<file path="src/rtl/cfg_pkg.sv">
// ---------------------------------------------------------------------------
// cfg_pkg
// Shared definitions for the configuration loader and the word-array top
// level: field encoding of the per-block bytes, array geometry constants,
// the loader state type and the field-to-strobe decode.
// No ports (package).
// ---------------------------------------------------------------------------
package cfg_pkg;

   // Field order within a block; the loader walks X, Y, AB, CX in this order
   localparam logic [1:0] F_X  = 2'd0;
   localparam logic [1:0] F_Y  = 2'd1;
   localparam logic [1:0] F_AB = 2'd2;
   localparam logic [1:0] F_CX = 2'd3;

   // Geometry of one word: 8 blocks of 4 configuration bytes
   localparam int BLOCKS_PER_WORD = 8;
   localparam int BYTES_PER_BLOCK = 4;

   // Loader state: waiting for a start request, or streaming bytes in
   typedef enum logic {
      IDLE = 1'b0,
      LOAD = 1'b1
   } loadState_t;

   // One-hot strobe vector {set_cx, set_ab, set_y, set_x} for a field index
   function automatic logic [3:0] fieldToStrobe(input logic [1:0] field);
      return 4'b0001 << field;
   endfunction

endpackage

</file>
<file path="src/rtl/cfg_loader.sv">
// ---------------------------------------------------------------------------
// cfg_loader
// Configuration initiator for the fabric word array. Accepts a byte stream
// over a valid/ready handshake and turns each accepted byte into exactly one
// registered write strobe (set_x / set_y / set_ab / set_cx) with its data,
// block address and word select, walking word -> block -> field in order.
//
// Ports
//   clk        : clock
//   rst        : synchronous active-high reset, highest priority
//   start      : one-cycle request to begin a full load (ignored in LOAD)
//   abort      : cancel a load in progress (ignored in IDLE)
//   in_data    : configuration byte from the host
//   in_valid   : in_data is valid
//   in_ready   : loader accepts a byte this cycle (LOAD and no abort)
//   cfg_in     : registered configuration byte to the words
//   cfg_addr   : registered block index within the selected word
//   word_sel   : registered index of the target word
//   set_x/y/ab/cx : registered one-hot write strobes
//   busy       : a load is in progress
//   done       : one-cycle pulse coincident with the final strobe of a load
// ---------------------------------------------------------------------------
module cfg_loader #(
   parameter int NUM_WORDS = 4,
   parameter int WSEL_W    = (NUM_WORDS > 1) ? $clog2(NUM_WORDS) : 1
) (
   input  logic              clk,
   input  logic              rst,
   input  logic              start,
   input  logic              abort,
   input  logic [7:0]        in_data,
   input  logic              in_valid,
   output logic              in_ready,
   output logic [7:0]        cfg_in,
   output logic [2:0]        cfg_addr,
   output logic [WSEL_W-1:0] word_sel,
   output logic              set_x,
   output logic              set_y,
   output logic              set_ab,
   output logic              set_cx,
   output logic              busy,
   output logic              done
);

   import cfg_pkg::*;

   localparam logic [WSEL_W-1:0] LAST_WORD  = WSEL_W'(NUM_WORDS - 1);
   localparam logic [2:0]        LAST_BLOCK = 3'(BLOCKS_PER_WORD - 1);

   loadState_t        r_state;
   loadState_t        w_nextState;
   logic [WSEL_W-1:0] r_word;
   logic [2:0]        r_block;
   logic [1:0]        r_field;
   logic [3:0]        r_strobe;
   logic [7:0]        r_cfgIn;
   logic [2:0]        r_cfgAddr;
   logic [WSEL_W-1:0] r_wordSel;
   logic              r_done;
   logic              w_ready;
   logic              w_accept;
   logic              w_lastByte;

   // Handshake decode. Abort forces ready low so the byte offered in the
   // abort cycle is never consumed; this is the only input-to-output path.
   always_comb begin
      w_ready    = (r_state == LOAD) && !abort;
      w_accept   = w_ready && in_valid;
      w_lastByte = (r_word == LAST_WORD) && (r_block == LAST_BLOCK) &&
                   (r_field == F_CX);
   end

   // Next-state logic. Start wins over abort in IDLE simply because abort is
   // not looked at there; in LOAD, abort wins over a pending last byte since
   // that byte is refused anyway.
   always_comb begin
      w_nextState = r_state;
      case (r_state)
         IDLE: begin
            if (start) begin
               w_nextState = LOAD;
            end
         end
         LOAD: begin
            if (abort) begin
               w_nextState = IDLE;
            end else if (w_accept && w_lastByte) begin
               w_nextState = IDLE;
            end
         end
         default: w_nextState = IDLE;
      endcase
   end

   // State register
   always_ff @(posedge clk) begin
      if (rst) begin
         r_state <= IDLE;
      end else begin
         r_state <= w_nextState;
      end
   end

   // Position counters: field is the fastest digit, then block, then word.
   // A start in IDLE rewinds to the first byte, so an aborted load never
   // leaks its position into the next one.
   always_ff @(posedge clk) begin
      if (rst) begin
         r_word  <= '0;
         r_block <= '0;
         r_field <= '0;
      end else if ((r_state == IDLE) && start) begin
         r_word  <= '0;
         r_block <= '0;
         r_field <= '0;
      end else if (w_accept) begin
         r_field <= r_field + 2'd1;
         if (r_field == F_CX) begin
            r_block <= r_block + 3'd1;
            if (r_block == LAST_BLOCK) begin
               r_word <= r_word + 1'b1;
            end
         end
      end
   end

   // Output stage: every accepted byte becomes one strobe in the next cycle,
   // with its data and position captured alongside. Strobes and done are
   // pulses; data, address and word select hold between strobes.
   always_ff @(posedge clk) begin
      if (rst) begin
         r_strobe  <= '0;
         r_cfgIn   <= '0;
         r_cfgAddr <= '0;
         r_wordSel <= '0;
         r_done    <= 1'b0;
      end else begin
         r_strobe <= '0;
         r_done   <= 1'b0;
         if (w_accept) begin
            r_strobe  <= fieldToStrobe(r_field);
            r_cfgIn   <= in_data;
            r_cfgAddr <= r_block;
            r_wordSel <= r_word;
            r_done    <= w_lastByte;
         end
      end
   end

   assign in_ready = w_ready;
   assign busy     = (r_state == LOAD);
   assign done     = r_done;
   assign cfg_in   = r_cfgIn;
   assign cfg_addr = r_cfgAddr;
   assign word_sel = r_wordSel;
   assign set_x    = r_strobe[0];
   assign set_y    = r_strobe[1];
   assign set_ab   = r_strobe[2];
   assign set_cx   = r_strobe[3];

endmodule

</file>
<file path="config.mk">
export PLATFORM = sky130hd
export DESIGN_NAME = cfg_loader
export DESIGN_NICKNAME = d
export VERILOG_FILES = /design/src/rtl/cfg_pkg.sv /design/src/rtl/cfg_loader.sv
export SDC_FILE = /design/constraint.sdc
export NUM_CORES = 1
export LEC_CHECK = 0
export BUFFER_PORTS_ARGS = -buffer_cell sky130_fd_sc_hd__buf_2
export CAP_MARGIN = 5
export CORE_ASPECT_RATIO = 1.1
export CORE_MARGIN = 5
export CORE_UTILIZATION = 54
export CTS_BUF_LIST = sky130_fd_sc_hd__clkbuf_8
export DETAILED_ROUTE_END_ITERATION = 8
export PLACE_DENSITY = 0.87
export SYNTH_ARGS = -nofsm -noshare
export SYNTH_HDL_FRONTEND = slang
export SYNTH_SLANG_ARGS = --single-unit
export TNS_END_PERCENT = 30
</file>
<file path="constraint.sdc">
create_clock -name clk -period 3.5 [get_ports clk]
set_input_delay 0.525 -clock clk [delete_from_list [all_inputs] [get_ports clk]]
set_output_delay 0.525 -clock clk [all_outputs]
set_load 0.02 [all_outputs]
</file>
==> impl_metrics.ini <==
[run_status]
status = finished clean

[yosys]
ys_seq_elements = 26
yosys.area.top_type = dfxtp_1
synth.area.mux_share = 0
synth_top_family_by_area = simple AND/OR/NAND/NOR gates
synthSimpleGateAreaFrac = 0.2497
synth-async-reset-ratio = 0
synth_top_area_frac = 0.5354
yosysWarnings = 0
netlist_instances = 110
yosysMostFrequentCell = nand2_1
synth-seq-area-share = 0.5354
synth_edf_count = 0
synth_ff_type = dfxtp_1
synthAdderAreaFrac = 0.05148
synth.distinct_cells = 25
synth.net_count = 127
yosys-top-cells-count = nand2_1 (32), dfxtp_1 (26), a21oi_1 (19)
syn_avg_cell_area_sq_um = 8.838
synth_compound_area_frac = 0.1081
ys_top_cells_by_area = dfxtp_1 (54%), nand2_1 (12%), a21oi_1 (9.8%)
synthXorXnorAreaFrac = 0.01802
synth_area_sq_um = 972.2

[cts]
h-tree-depth = 1
clock_latency_ns = 0.26
post_cts_buffers = 0
path_clk_slew_ns = 0.08
ctsResizeCount = 0
cts_tree = built
cts_sinks = 26
cts_root_buffer = clkbuf_8
hold_buffers = 0
numCtsBuffers = 3
cts.path.max_buffers = 2

[routing]
drt-initial-drc-count = 17
dr.pass1.iters = 5
vias = 838
routedWlPerCell_um = 12.41
viasPerCell = 5.338
ant_nets = 0
wirelength_um = 1949
drt_drc_violations_left = 0

[setup_path]
arrival_ns = 1.91
rrSetupSlack_ns = 1.81
rr_endpoint = r_word[0]
crit_path_end_kind = flip-flop
reg2regPathDepth = 3
r2r_start = busy
start_kind = input port
critical_path_class = in -> reg
worstPathRequired_ns = 3.69
cp_max_fo = 21

[grt]
antenna_found_initial = 0
grt_start_max_net_pins = 22
grt_use_total = 0.1445
grt_pass1_vias = 740
grt_overflow = 0
grt_pass1_wl_um = 3070

[floorplanning]
ios = 33
fp.dieW_um = 50.46
die_area_sq_um = 2750
fp.coreArea_sq_um = 1742
start_util = 0.5582
rows = 16
dieHeight_um = 54.50

[power_and_ir_drop]
ir_drop_v = 0.0002738
power.density_nw_per_um2 = 420.8
total_power_mw = 0.4880
p_leak_nw = 0.5102

[sta]
finalHoldViolCount = 0
skew_ns = 0.002225
slew-limit-headroom = 0.5066
fin_crit_sh = 0.4905
fin_tns_setup_ns = 0
final-setup-viol-count = 0
period_needed_ns = 1.717
drv_slew = 0
rsz0062_at_grt = no
tightestPinTransition_ns = 0.7378
max_freq_ghz = 0.5825
setup_slack_ns = 1.783

[cells_and_area]
final_nets = 158
drive_above_1_share = 0.2518
fill_cells = 141
seq_area_sq_um = 520.5
diodes = 0
area_growth_pct = 19.30
multi_input_area_sq_um = 415.4

[place]
gp_congestion = 0.7120
hpwl_um = 1333
io_buffer_count = 32
pre_cts_ws_ns = 1.538

[job]
maxCapViolations = 0

[hold_path]
hp-start = cfg_in[7]
min_path_cells = 2
worstHoldEndpoint = cfg_in[7]
hold_class = reg -> reg
per-layer routing:
| metal | GRT usage | wire length, um |
|---|---|---|
| met1 | 0.1644 | 810 |
| met5 | 0 | 0 |
| met3 | 0.02725 | 109 |
| met4 | 0.09362 | 28 |
| met2 | 0.2479 | 1000 |
cell families (layout without fill, tap and decap cells):
kind of cell	after synthesis	after routing
fa+ha+maj	4	4
compound gates	21	21
xor+xnor	2	2
simple gates	51	51
flops	26	26
buf+inv	6	35
worst max-delay path, cell delays in order:
cell,delay [ns]
buf_2,0.12
nand3b_1,0.58
or3_1,0.55
a21oi_1,0.14
cells in the final DEF (no fill, tap or decap), drive strengths merged:
master / n
buf: 32
nor2b: 1
nand2: 32
nand4b: 1
o21ai: 2
nand3b: 1
nor4b: 2
and4: 1
or3: 1
and3b: 1
clkbuf: 3
xnor2: 1
xor2: 1
nor2: 3
a21oi: 19
nor4: 1
nand3: 2
ha: 4
dfxtp: 26
nand2b: 2
and3: 1
nand4: 2
flip-flops by register name (all words and copies together) (netlist names):
| name | flops |
|---|---|
| r_word | 2 |
| r_strobe | 4 |
| r_field | 2 |
| word_sel | 2 |
| cfg_addr | 3 |
| cfg_in | 8 |
| done | 1 |
| r_block | 3 |
| busy | 1 |
stage by stage:
| stage | util | hold WS [ns] | instances | instance area (sq um) |
|---|---|---|---|---|
| after detailed placement | 0.6422 | 0.4430 | 154 | 1119 |
| after floorplan | - | 0.4451 | 110 | 972.2 |
| final | 0.6659 | 0.4503 | 157 | 1160 |
| after global routing | 0.6659 | 0.4760 | 157 | 1160 |
| after CTS | 0.6659 | 0.4541 | 157 | 1160 |
| after global placement | 0.6422 | 0.4394 | 154 | 1119 |
report_power, final:
group / internal [mW] / total, mW / switching (mW)
clock: 0.0767 / 0.157 / 0.0798
combinational: 0.0112 / 0.0303 / 0.0191
sequential: 0.299 / 0.301 / 0.00236
total: 0.387 / 0.488 / 0.101
how the worst max path moves through the flow:
stage / endpoint / startpoint
detailed placement: r_word[0] / abort
finish: r_word[0] / abort
global route: r_word[0] / busy
floorplan: in_ready / busy
CTS: r_word[0] / abort
global placement: r_word[0] / abort
layout make-up:
cell class,instances,area share
flip-flops and latches,26,0.4488
multi-input cells,78,0.3581
repair buffers,32,0.1381
clock buffers,3,0.03560
well taps,18,0.01942
No activity file was read; power rests on OpenSTA's default activity.
